File: src/rtl/div_iter_top_if.sv
// Operand/result handshake bundle for the iterative floating-point divider.
// The master side issues operands and consumes results; the slave side is the divider.
interface div_iter_top_if #(
    parameter int SIGN_W = 1,
    parameter int EXPO_W = 8,
    parameter int MANT_W = 23
);
    localparam int W = SIGN_W + EXPO_W + MANT_W;

    logic         in_valid;
    logic         in_ready;
    logic [W-1:0] a;
    logic [W-1:0] b;
    logic [1:0]   rnd;
    logic         out_valid;
    logic         out_ready;
    logic [W-1:0] res;
    logic [4:0]   status;

    modport master (
        output in_valid, a, b, rnd, out_ready,
        input  in_ready, out_valid, res, status
    );

    modport slave (
        input  in_valid, a, b, rnd, out_ready,
        output in_ready, out_valid, res, status
    );
endinterface

File: src/rtl/div_iter_top.sv
// Iterative IEEE-754 divider: radix-2 restoring mantissa divide, one quotient bit per cycle.
// Latency MANT_W+6 cycles from accept to out_valid; in_ready low while busy, result held until out_ready.
module div_iter_top #(
    parameter int SIGN_W = 1,
    parameter int EXPO_W = 8,
    parameter int MANT_W = 23
) (
    input  logic          clk,
    input  logic          rst,
    div_iter_top_if.slave bus
);
    localparam int W   = SIGN_W + EXPO_W + MANT_W;
    localparam int XW  = EXPO_W + 2;
    localparam int QW  = MANT_W + 3;
    localparam int LZW = $clog2(MANT_W + 2);
    localparam int CW  = $clog2(MANT_W + 3);
    localparam logic signed [XW-1:0] BIAS = XW'((1 << (EXPO_W - 1)) - 1);
    localparam logic signed [XW-1:0] EMAX = XW'((1 << EXPO_W) - 1);
    localparam logic [CW-1:0]        LAST = CW'(MANT_W + 2);

    typedef enum logic [2:0] {S_IDLE, S_NORM, S_DIV, S_ROUND, S_DONE} state_t;

    state_t                r_state;
    logic [W-1:0]          r_a, r_b, r_res, r_spec_res;
    logic [1:0]            r_rnd;
    logic                  r_sign, r_stk, r_phase, r_spec;
    logic signed [XW-1:0]  r_exp;
    logic [MANT_W+1:0]     r_rem;
    logic [MANT_W:0]       r_div;
    logic [QW-1:0]         r_q;
    logic [CW-1:0]         r_cnt;
    logic [4:0]            r_status, r_spec_st;
    logic                  r_in_ready, r_out_valid;

    function automatic logic [LZW-1:0] f_lzc(input logic [MANT_W:0] v);
        logic [LZW-1:0] n;
        logic           hit;
        n   = '0;
        hit = 1'b0;
        for (int i = MANT_W; i >= 0; i--) begin
            hit = hit | v[i];
            if (!hit) n = n + LZW'(1);
        end
        return n;
    endfunction

    // Operand classification and normalisation
    logic [EXPO_W-1:0]    w_ea, w_eb;
    logic [MANT_W-1:0]    w_ma, w_mb;
    logic [MANT_W:0]      w_sa, w_sb, w_sa_n, w_sb_n;
    logic [LZW-1:0]       w_lza, w_lzb;
    logic signed [XW-1:0] w_xa, w_xb, w_xexp;
    logic                 w_a_zero, w_b_zero, w_a_inf, w_b_inf;
    logic                 w_a_nan, w_b_nan, w_a_snan, w_b_snan, w_sign;

    assign w_ea     = r_a[MANT_W +: EXPO_W];
    assign w_eb     = r_b[MANT_W +: EXPO_W];
    assign w_ma     = r_a[MANT_W-1:0];
    assign w_mb     = r_b[MANT_W-1:0];
    assign w_a_zero = (w_ea == '0) && (w_ma == '0);
    assign w_b_zero = (w_eb == '0) && (w_mb == '0);
    assign w_a_inf  = (&w_ea) && (w_ma == '0);
    assign w_b_inf  = (&w_eb) && (w_mb == '0);
    assign w_a_nan  = (&w_ea) && (w_ma != '0);
    assign w_b_nan  = (&w_eb) && (w_mb != '0);
    assign w_a_snan = w_a_nan && !w_ma[MANT_W-1];
    assign w_b_snan = w_b_nan && !w_mb[MANT_W-1];
    assign w_sign   = r_a[W-1] ^ r_b[W-1];
    assign w_sa     = {(w_ea != '0), w_ma};
    assign w_sb     = {(w_eb != '0), w_mb};
    assign w_lza    = f_lzc(w_sa);
    assign w_lzb    = f_lzc(w_sb);
    assign w_sa_n   = w_sa << w_lza;
    assign w_sb_n   = w_sb << w_lzb;
    assign w_xa     = (w_ea == '0) ? (XW'(1) - XW'(w_lza)) : XW'(w_ea);
    assign w_xb     = (w_eb == '0) ? (XW'(1) - XW'(w_lzb)) : XW'(w_eb);
    assign w_xexp   = w_xa - w_xb + BIAS;

    logic [W-1:0] w_qnan, w_inf, w_zero, w_spec_res;
    logic [4:0]   w_spec_st;
    logic         w_spec;

    assign w_qnan = {{SIGN_W{1'b0}}, {EXPO_W{1'b1}}, 1'b1, {(MANT_W-1){1'b0}}};
    assign w_inf  = {{SIGN_W{w_sign}}, {EXPO_W{1'b1}}, {MANT_W{1'b0}}};
    assign w_zero = {{SIGN_W{w_sign}}, {(EXPO_W+MANT_W){1'b0}}};

    always_comb begin
        w_spec     = 1'b1;
        w_spec_res = w_qnan;
        w_spec_st  = 5'b00000;
        if (w_a_nan || w_b_nan) begin
            w_spec_st = {(w_a_snan || w_b_snan), 4'b0000};
        end else if ((w_a_zero && w_b_zero) || (w_a_inf && w_b_inf)) begin
            w_spec_st = 5'b10000;
        end else if (w_a_inf) begin
            w_spec_res = w_inf;
        end else if (w_b_zero) begin
            w_spec_res = w_inf;
            w_spec_st  = 5'b01000;
        end else if (w_b_inf || w_a_zero) begin
            w_spec_res = w_zero;
        end else begin
            w_spec = 1'b0;
        end
    end

    // One restoring-division step
    logic            w_qbit;
    logic [MANT_W:0] w_diff, w_rem_nxt;

    assign w_qbit    = (r_rem >= {1'b0, r_div});
    assign w_diff    = r_rem[MANT_W:0] - r_div;
    assign w_rem_nxt = w_qbit ? w_diff : r_rem[MANT_W:0];

    // Normalise and, for tiny results, shift right into the subnormal range
    logic [QW-1:0]        w_qn, w_qd, w_lost;
    logic signed [XW-1:0] w_en;
    logic [XW-1:0]        w_sh, w_sh_c;
    logic                 w_tiny;

    assign w_qn   = r_q[QW-1] ? r_q : {r_q[QW-2:0], 1'b0};
    assign w_en   = r_q[QW-1] ? r_exp : (r_exp - XW'(1));
    assign w_tiny = (w_en <= 0);
    assign w_sh   = XW'(1) - w_en;
    assign w_sh_c = (w_sh > XW'(QW)) ? XW'(QW) : w_sh;
    assign {w_qd, w_lost} = {w_qn, {QW{1'b0}}} >> w_sh_c;

    // Rounding: exponent and fraction are added as one word so mantissa carry bumps the exponent
    logic                     w_g, w_r, w_lsb, w_inx, w_inc, w_of, w_uf;
    logic [XW+MANT_W-1:0]     w_sum;
    logic signed [XW-1:0]     w_rexp;
    logic [W-1:0]             w_r_inf, w_r_max, w_of_res, w_rnd_res;

    assign w_g     = r_q[1];
    assign w_r     = r_q[0];
    assign w_lsb   = r_q[2];
    assign w_inx   = w_g | w_r | r_stk;
    assign w_sum   = {r_exp, r_q[QW-2:2]} + (XW+MANT_W)'(w_inc);
    assign w_rexp  = w_sum[XW+MANT_W-1 -: XW];
    assign w_of    = (w_rexp >= EMAX);
    assign w_uf    = !w_of && (w_rexp == '0) && w_inx;
    assign w_r_inf = {{SIGN_W{r_sign}}, {EXPO_W{1'b1}}, {MANT_W{1'b0}}};
    assign w_r_max = {{SIGN_W{r_sign}}, {(EXPO_W-1){1'b1}}, 1'b0, {MANT_W{1'b1}}};

    always_comb begin
        w_inc    = 1'b0;
        w_of_res = w_r_inf;
        case (r_rnd)
            2'b00: begin w_inc = w_g & (w_r | r_stk | w_lsb); w_of_res = w_r_inf; end
            2'b01: begin w_inc = 1'b0;                         w_of_res = w_r_max; end
            2'b10: begin w_inc = r_sign & w_inx;               w_of_res = r_sign ? w_r_inf : w_r_max; end
            default: begin w_inc = !r_sign & w_inx;            w_of_res = r_sign ? w_r_max : w_r_inf; end
        endcase
    end

    assign w_rnd_res = w_of ? w_of_res
                            : {{SIGN_W{r_sign}}, w_rexp[EXPO_W-1:0], w_sum[MANT_W-1:0]};

    always_ff @(posedge clk) begin
        if (rst) begin
            r_state     <= S_IDLE;
            r_in_ready  <= 1'b1;
            r_out_valid <= 1'b0;
            r_res       <= '0;
            r_status    <= '0;
            r_cnt       <= '0;
            r_a         <= '0;
            r_b         <= '0;
            r_rnd       <= '0;
            r_sign      <= 1'b0;
            r_exp       <= '0;
            r_rem       <= '0;
            r_div       <= '0;
            r_q         <= '0;
            r_stk       <= 1'b0;
            r_phase     <= 1'b0;
            r_spec      <= 1'b0;
            r_spec_res  <= '0;
            r_spec_st   <= '0;
        end else begin
            case (r_state)
                S_IDLE: begin
                    if (bus.in_valid) begin
                        r_a        <= bus.a;
                        r_b        <= bus.b;
                        r_rnd      <= bus.rnd;
                        r_in_ready <= 1'b0;
                        r_state    <= S_NORM;
                    end
                end
                S_NORM: begin
                    r_sign     <= w_sign;
                    r_exp      <= w_xexp;
                    r_rem      <= {1'b0, w_sa_n};
                    r_div      <= w_sb_n;
                    r_q        <= '0;
                    r_cnt      <= '0;
                    r_spec     <= w_spec;
                    r_spec_res <= w_spec_res;
                    r_spec_st  <= w_spec_st;
                    r_state    <= S_DIV;
                end
                S_DIV: begin
                    r_rem <= {w_rem_nxt, 1'b0};
                    r_q   <= {r_q[QW-2:0], w_qbit};
                    r_cnt <= r_cnt + CW'(1);
                    if (r_cnt == LAST) begin
                        r_phase <= 1'b0;
                        r_state <= S_ROUND;
                    end
                end
                S_ROUND: begin
                    // Two steps: normalise/denormalise, then round and pack
                    if (!r_phase) begin
                        r_q     <= w_tiny ? w_qd : w_qn;
                        r_exp   <= w_tiny ? '0 : w_en;
                        r_stk   <= (|r_rem) | (w_tiny & (|w_lost));
                        r_phase <= 1'b1;
                    end else begin
                        r_res       <= r_spec ? r_spec_res : w_rnd_res;
                        r_status    <= r_spec ? r_spec_st
                                              : {2'b00, w_of, w_uf, (w_inx | w_of)};
                        r_out_valid <= 1'b1;
                        r_state     <= S_DONE;
                    end
                end
                S_DONE: begin
                    if (bus.out_ready) begin
                        r_out_valid <= 1'b0;
                        r_in_ready  <= 1'b1;
                        r_state     <= S_IDLE;
                    end
                end
                default: r_state <= S_IDLE;
            endcase
        end
    end

    assign bus.in_ready  = r_in_ready;
    assign bus.out_valid = r_out_valid;
    assign bus.res       = r_res;
    assign bus.status    = r_status;
endmodule

File: src/flat_wrapper.sv
// flat-port wrapper written by rule: the top's interface ports become plain ports
module div_iter_top_flat 
#(
    parameter int SIGN_W = 1,
    parameter int EXPO_W = 8,
    parameter int MANT_W = 23
)
  (clk, rst, bus_in_valid, bus_a, bus_b, bus_rnd, bus_out_ready, bus_in_ready, bus_out_valid, bus_res, bus_status);
  div_iter_top_if #(.SIGN_W(SIGN_W), .EXPO_W(EXPO_W), .MANT_W(MANT_W)) bus_i ();
  input  logic clk;
  input  logic rst;
  input wire logic [$bits(bus_i.in_valid)-1:0] bus_in_valid;
  input wire logic [$bits(bus_i.a)-1:0] bus_a;
  input wire logic [$bits(bus_i.b)-1:0] bus_b;
  input wire logic [$bits(bus_i.rnd)-1:0] bus_rnd;
  input wire logic [$bits(bus_i.out_ready)-1:0] bus_out_ready;
  output wire logic [$bits(bus_i.in_ready)-1:0] bus_in_ready;
  output wire logic [$bits(bus_i.out_valid)-1:0] bus_out_valid;
  output wire logic [$bits(bus_i.res)-1:0] bus_res;
  output wire logic [$bits(bus_i.status)-1:0] bus_status;
  assign bus_i.in_valid = bus_in_valid;
  assign bus_i.a = bus_a;
  assign bus_i.b = bus_b;
  assign bus_i.rnd = bus_rnd;
  assign bus_i.out_ready = bus_out_ready;
  assign bus_in_ready = bus_i.in_ready;
  assign bus_out_valid = bus_i.out_valid;
  assign bus_res = bus_i.res;
  assign bus_status = bus_i.status;
  div_iter_top #(.SIGN_W(SIGN_W), .EXPO_W(EXPO_W), .MANT_W(MANT_W)) u_core (.clk(clk), .rst(rst), .bus(bus_i));
endmodule
File: config.mk
export PLATFORM = sky130hd
export DESIGN_NAME = div_iter_top_flat
export DESIGN_NICKNAME = d
export VERILOG_FILES = /design/src/rtl/div_iter_top_if.sv /design/src/rtl/div_iter_top.sv /design/src/flat_wrapper.sv
export SDC_FILE = /design/constraint.sdc
export NUM_CORES = 1
export LEC_CHECK = 0
export CAP_MARGIN = 20
export CORE_UTILIZATION = 32
export DETAILED_ROUTE_END_ITERATION = 7
export SLEW_MARGIN = 40
export SYNTH_ARGS = -nofsm -noshare
export SYNTH_HDL_FRONTEND = slang
export SYNTH_SLANG_ARGS = --single-unit
File: constraint.sdc
create_clock -name clk -period 17.1 [get_ports clk]
set_clock_uncertainty 0.2 [all_clocks]
set_input_delay 3.42 -clock clk [delete_from_list [all_inputs] [get_ports clk]]
set_output_delay 3.42 -clock clk [all_outputs]
set_load 0.01 [all_outputs]
==> qor.txt, run 1 <==
fmax -> 60.6 MHz
Core Area -> 61800 µm²
row cnt -> 91
CP Class -> register to register
Synth Area in Compound Gates -> 22.5%
die width -> 252 µm
Synth cell types -> 103
Clk Latency, worst-skew pair -> 0.59 ns
met1 Use GR -> 26.2%
gr usage total -> 19.2%
Clock transition at path regs -> 0.06 ns
pin count of the biggest net entering global routing -> 90
Synth Area in Adders -> 6.59%
Detail Placement HPWL -> 46.8 mm
first-pass GRT wire length -> 101 mm
worst r2r dst -> u_core.r_exp[9]
Synth Register Bits -> 207
mux cell area share after synthesis -> 10.7%
maximum vdd drop -> 82.1 µV
CTS tree -> done
crit share post-route -> 96.5%
gr busiest metal -> met2
syn_area_per_cell -> 7.12 µm²
Logic pwr share -> 61.3%
vias per inst -> 5.48
total number of vias -> 20300
Switching Share -> 45.6%
die area -> 63600 µm²
Area Overhead vs Synth -> 18.6%
Final WS setup -> 0.592 ns
Main synth FF type -> dfxtp_1
Least-Margin Pin Slew -> 0.915 ns
GRT overflow -> 0
Critical Path RT -> 17.41 ns
Psw -> 0.00151 W
DR WL/cell -> 17.2 µm
clock network power share -> 20.4%
worst min path class -> register to register
placed cell area -> 21900 µm²
Mapped Cells -> 2815
largest family of logic cells by synthesized area -> simple AND/OR/NAND/NOR gates
met2 Usage GRT -> 32.2%
FF-to-FF path depth -> 91
Total Wirelength -> 63.7 mm
number of max-cap violations -> 0
Simple-Gate Fraction of Synth Area -> 26.2%
hold buffers post-CTS -> 0
CTS buffer count -> 28
yosys warns -> 0
setup tns final -> 0 ns
final hold viol count -> 0
worst slack, placed -> -0.115 ns
HP Start -> u_core.bus.status[3]
final instance area -> 23800 µm²
Tot Pwr -> 0.00331 W
Min-Delay Endpoint -> u_core.bus.status[3]
ys async rst share -> 0%
final max-slew violation count -> 0
synthesized area -> 20000 µm²
antenna violations before repair -> 0
height of the die -> 252 µm
CP Max Fanout -> 5
CP max stage cell -> o311a_1
Longest Clk Path Bufs -> 3
CTS Sinks -> 207
CP Capture Type -> register
ANT nets after route -> 0
drt pass-1 iters -> 5
Post-synth EDFFs -> 0
Final nets -> 3012
residual DRC count -> 0
htree depth -> 1
vias in the first global route -> 18800
worst stage delay on the critical path -> 0.40 ns
Most common cell on crit path -> ha_1
Lkg Pwr -> 9.11 nW
commonest non-fill, non-tap cell in the layout -> nand2_1
CP arrival -> 16.82 ns
WHS Path Cells -> 2
Critical path origin -> u_core.r_b[27]
sequential fraction of the synthesis area -> 20.7%
clk root buf -> clkbuf_16
initial cell density of the core -> 32.4%
headroom to the max-slew limit -> 38.6%
met3 usage -> 1.94%
share of post-route cells with drive strength above 1 -> 10.9%
CP Launch Type -> register
Int Power -> 0.00180 W
Reg2Reg Setup Slack -> 0.59 ns
ant diodes -> 0
Final Setup Violations -> 0
status -> complete, no violations
P per Cell Area -> 139 nW/µm²
Iteration-0 DRC Markers -> 1505
xor and xnor area share after synthesis -> 7.70%
I/O pin count -> 109
fin crit period -> 16.51 ns
reg2reg start -> u_core.r_b[27]
syn nets -> 2982
Reg power frac -> 18.2%
# port buffers -> 108
commonest non-fill, non-tap cells in the layout -> nand2_1 (398), nor2_1 (290), a21oi_1 (254)
GPL Wtd Cong -> 0.943
## synth_stat cells, types with 18 or more instances
cell type,instances,area share [%]
xor2_1,56,2.4
mux2_2,30,1.7
ha_1,95,5.9
and2_1,33,1.0
xnor2_1,91,4.0
nor3_1,89,2.2
a221oi_1,29,1.3
nand2_1,409,7.7
and3_1,21,0.66
a21o_1,23,0.86
nand4_1,27,0.84
buf_2,18,0.45
a31oi_1,28,0.87
clkbuf_1,158,3.0
mux2i_1,171,8.5
o21ai_0,116,2.9
inv_1,90,1.7
nor4_1,25,0.78
o22ai_1,30,0.94
nor2b_1,34,1.1
dfxtp_1,207,21
nand2b_1,30,0.94
or3_1,20,0.62
a211oi_1,50,1.9
nand3_1,75,1.9
a21oi_1,267,6.7
nor2_1,301,5.6
## cells by family (layout without fill, tap and decap cells)
group / after synthesis / in the layout
compound gates: 716 / 716
xor+xnor: 159 / 159
fa+ha+maj: 106 / 106
buf+inv: 289 / 339
flops: 207 / 207
mux: 208 / 208
simple gates: 1130 / 1130
## metal layers
layer	up-vias	part of all wire, %
li1	10100	-
met1	9508	46
met2	537	47
met3	80	4.6
met4	0	2.4
met5	-	0
## worst max-delay path by stage
stage	to	cells after the start	slack (ns)
final	u_core.r_exp[9]	91	0.59
after global routing	u_core.r_exp[9]	91	-0.29
after CTS	u_core.r_exp[8]	89	0.003
after detailed placement	u_core.r_exp[8]	89	-0.11
after global placement	u_core.r_exp[8]	89	0.34
after floorplan	u_core.r_exp[8]	92	1.03
## cell type report
cell class	count	area, µm²
clock buffers	35	737
clock inverters	15	318
fillers	6458	38000
inverters	92	352
multi-input cells	2319	15400
flip-flops and latches	207	4150
well taps	837	1050
repair buffers	197	1780
## what timing repair did
| item | CTS | global route |
|---|---|---|
| resized for setup | 3 | 105 |
| cloned | 0 | 0 |
| buffers inserted | 2 | 35 |
| endpoints found under the setup margin | 2 | 42 |
| pin swaps | 3 | 77 |
## state kept, by name (all words and copies together), names as in the netlist, 2 cells and up
signal	flops
u_core.bus.res	32
u_core.r_rnd	2
u_core.r_exp	10
u_core.r_spec_st	2
u_core.bus.status	5
u_core.r_a	32
u_core.r_rem	25
u_core.r_state	3
u_core.r_div	24
u_core.r_cnt	5
u_core.r_q	26
u_core.r_spec_res	3
u_core.r_b	32
## power by group through the flow
stage	Combinational (W)	Sequential (W)	Clock, W
finish	0.00203	0.000603	0.000677
global route	0.00223	0.000611	0.000714
CTS	0.00181	0.000599	0.000696
detailed placement	0.00179	0.000610	0
global placement	0.00179	0.000609	0
floorplan	0.00141	0.000557	0
## critical path, delay by kind of cell, from the launching register on
family / cells / cell delay (ns)
simple gates: 25 / 2.71
compound gates: 24 / 3.70
xor+xnor: 4 / 0.77
mux: 11 / 1.88
buf+inv: 3 / 0.24
flops: 1 / 0.36
fa+ha+maj: 24 / 6.54
## through the flow
step / utilization [%] / hold WS (ns) / cells
2_1_floorplan: - / 0.230 / 2815
3_3_place_gp: 35.3 / 0.239 / 3613
3_5_place_dp: 35.4 / 0.247 / 3614
4_1_cts: 37.1 / 0.255 / 3666
5_1_grt: 38.5 / 0.271 / 3702
6_report: 38.5 / 0.251 / 3702
Power figures use the tool's default switching activity.
==> inputs of run 2 (changes only) <==
--- a/config.mk
+++ b/config.mk
@@ -7,7 +7,9 @@
 export LEC_CHECK = 0
 export CAP_MARGIN = 20
 export CORE_UTILIZATION = 32
+export CTS_BUF_LIST = sky130_fd_sc_hd__clkbuf_8 sky130_fd_sc_hd__clkbuf_16
 export DETAILED_ROUTE_END_ITERATION = 7
+export RECOVER_POWER = 50
 export SLEW_MARGIN = 40
 export SYNTH_ARGS = -nofsm -noshare
 export SYNTH_HDL_FRONTEND = slang
==> run 2 against run 1 <==
Net effect: the run now ends with max-capacitance violations, max-slew violations left; fmax barely moved; clock-buffer cell count is 6 lower; setup slack got worse by 0.011 ns; non-clock buffer count did not move; sequential power is essentially flat; clock power is 0.7% lower; final cell count stayed put; worst hold slack lost 0.0035 ns; die area is the same; core utilization about the same; first-iteration DRC count is 0.73% lower.
==> qor.txt, run 2 (same netlist as run 1, synthesis figures left out) <==
DR WL/cell -> 17.2 µm (about the same)
worst stage delay on the critical path -> 0.40 ns (about the same)
Area Overhead vs Synth -> 18.6% (about the same)
FF+latch area -> 4150 µm² (unchanged)
pin count of the biggest net entering global routing -> 90 (unchanged)
fmax -> 60.5 MHz (was 60.6 MHz)
drt pass-1 iters -> 5 (unchanged)
vias per inst -> 5.50 (was 5.48)
row cnt -> 91 (unchanged)
headroom to the max-slew limit -> -78.6% (was 38.6%)
CP arrival -> 16.83 ns (was 16.82 ns)
Iteration-0 DRC Markers -> 1494 (was 1505)
multi-input logic area -> 15400 µm² (unchanged)
# port buffers -> 108 (unchanged)
share of post-route cells with drive strength above 1 -> 10.9% (about the same)
GRT overflow -> 0 (unchanged)
Clock transition at path regs -> 0.06 ns (about the same)
Tot Pwr -> 0.00331 W (about the same)
first-pass GRT wire length -> 101 mm (unchanged)
Critical Path RT -> 17.41 ns (about the same)
die width -> 252 µm (unchanged)
Least-Margin Pin Slew -> 2.68 ns (was 0.915 ns)
fillers -> 6460 (was 6458)
clk root buf -> clkbuf_16 (unchanged)
gr usage total -> 19.2% (unchanged)
CTS tree -> done (unchanged)
fin crit period -> 16.52 ns (was 16.51 ns)
vias in the first global route -> 18800 (unchanged)
CP Max Fanout -> 5 (unchanged)
CP Capture Type -> register (unchanged)
status -> finished, violations left (was complete, no violations)
violated checks -> max-capacitance violations, max-slew violations
Core Area -> 61800 µm² (unchanged)
number of max-cap violations -> 1 (was 0)
final instance area -> 23800 µm² (about the same)
ant diodes -> 0 (unchanged)
hold buffers post-CTS -> 0 (unchanged)
Min Hold Slack -> 0.248 ns (was 0.251 ns)
initial cell density of the core -> 32.4% (unchanged)
placed cell area -> 21900 µm² (unchanged)
residual DRC count -> 0 (unchanged)
htree depth -> 1 (unchanged)
height of the die -> 252 µm (unchanged)
CTS Sinks -> 207 (unchanged)
final hold viol count -> 0 (unchanged)
GPL Wtd Cong -> 0.943 (unchanged)
CP Class -> register to register (unchanged)
final max-slew violation count -> 54 (was 0)
antenna violations before repair -> 0 (unchanged)
commonest non-fill, non-tap cell in the layout -> nand2_1 (unchanged)
total number of vias -> 20400 (was 20300)
Total Wirelength -> 63.8 mm (was 63.7 mm)
CP Launch Type -> register (unchanged)
Lkg Pwr -> 9.24 nW (was 9.11 nW)
I/O pin count -> 109 (unchanged)
commonest non-fill, non-tap cells in the layout -> nand2_1 (398), nor2_1 (290), a21oi_1 (254) (unchanged)
Clk Latency, worst-skew pair -> 0.59 ns (about the same)
worst min path class -> register to register (unchanged)
die area -> 63600 µm² (unchanged)
CTS buffer count -> 28 (unchanged)
ANT nets after route -> 0 (unchanged)
crit share post-route -> 96.6% (was 96.5%)
Detail Placement HPWL -> 46.8 mm (unchanged)
P per Cell Area -> 139 nW/µm² (about the same)
CP max stage cell -> o311a_1 (unchanged)
maximum vdd drop -> 82.4 µV (was 82.1 µV)
Most common cell on crit path -> ha_1 (unchanged)
Longest Clk Path Bufs -> 3 (unchanged)
Final nets -> 3012 (unchanged)
Final Setup Violations -> 0 (unchanged)
[run 2: changes by cell type in the layout (fill, tap and decap cells not counted)]
cell             change
dlygate4sd3_1       +32
inv_1                +6
clkbuf_1             -5
buf_6                -1
clkdlybuf4s50_1     -32
[run 2: final timing paths]
path              cells past startpoint  slack [ns]                 start                   end
setup / recovery                     91        0.58        u_core.r_b[27]       u_core.r_exp[9]
hold / removal                        2        0.25  u_core.bus.status[3]  u_core.bus.status[3]
setup reg to reg                     91        0.58        u_core.r_b[27]       u_core.r_exp[9]
hold reg to reg                       2        0.25  u_core.bus.status[3]  u_core.bus.status[3]
[run 2: timing repair]
| item | in CTS | in global routing |
|---|---|---|
| pin swaps | 3 | 77 |
| gates resized for setup | 3 | 105 |
| setup endpoints to repair | 2 | 42 |
| buffers inserted | 2 | 35 |
[run 2: layer usage]
layer / share of wire, % / up-vias / GRT usage, %
li1: - / 10100 / -
met1: 46 / 9573 / 26.2
met2: 47 / 555 / 32.2
met3: 4.8 / 89 / 1.94
met4: 2.5 / 0 / 4.94
met5: 0 / - / 0
[run 2: cell type report]
type                            instances  share of cell area, %
Multi-Input combinational cell       2319                   64.7
Sequential cell                       207                   17.5
Timing Repair Buffer                  197                   7.46
Tap cell                              837                   4.41
Clock buffer                           29                   3.01
Inverter                               92                   1.48
Clock inverter                         21                   1.43
[run 2: stage by stage]
step           util [%]  setup TNS [ns]  setup WS [ns]  std cells
6_report           38.4               0          0.581       3702
4_1_cts            37.1               0        0.00311       3666
3_5_place_dp       35.4          -0.207         -0.115       3614
3_3_place_gp       35.3               0          0.339       3613
2_1_floorplan         -               0           1.03       2815
5_1_grt            38.4          -0.682         -0.295       3702
[run 2: where the power goes]
| part | total, W | switching [W] | internal (W) |
|---|---|---|---|
| combinational | 0.00203 | 0.00118 | 0.000849 |
| clock | 0.000672 | 0.000248 | 0.000424 |
| sequential | 0.000603 | 0.0000805 | 0.000523 |
| total | 0.00331 | 0.00151 | 0.00180 |
[run 2: worst max-delay path, delay by kind of cell, from the launching register on]
family / cells / cell delay, ns
AO/OA/AOI/OAI: 24 / 3.70
XOR/XNOR: 4 / 0.78
adder cells (fa/ha/maj): 24 / 6.55
buffers and inverters: 3 / 0.23
flip-flops: 1 / 0.36
multiplexers: 11 / 1.91
AND/OR/NAND/NOR: 25 / 2.70
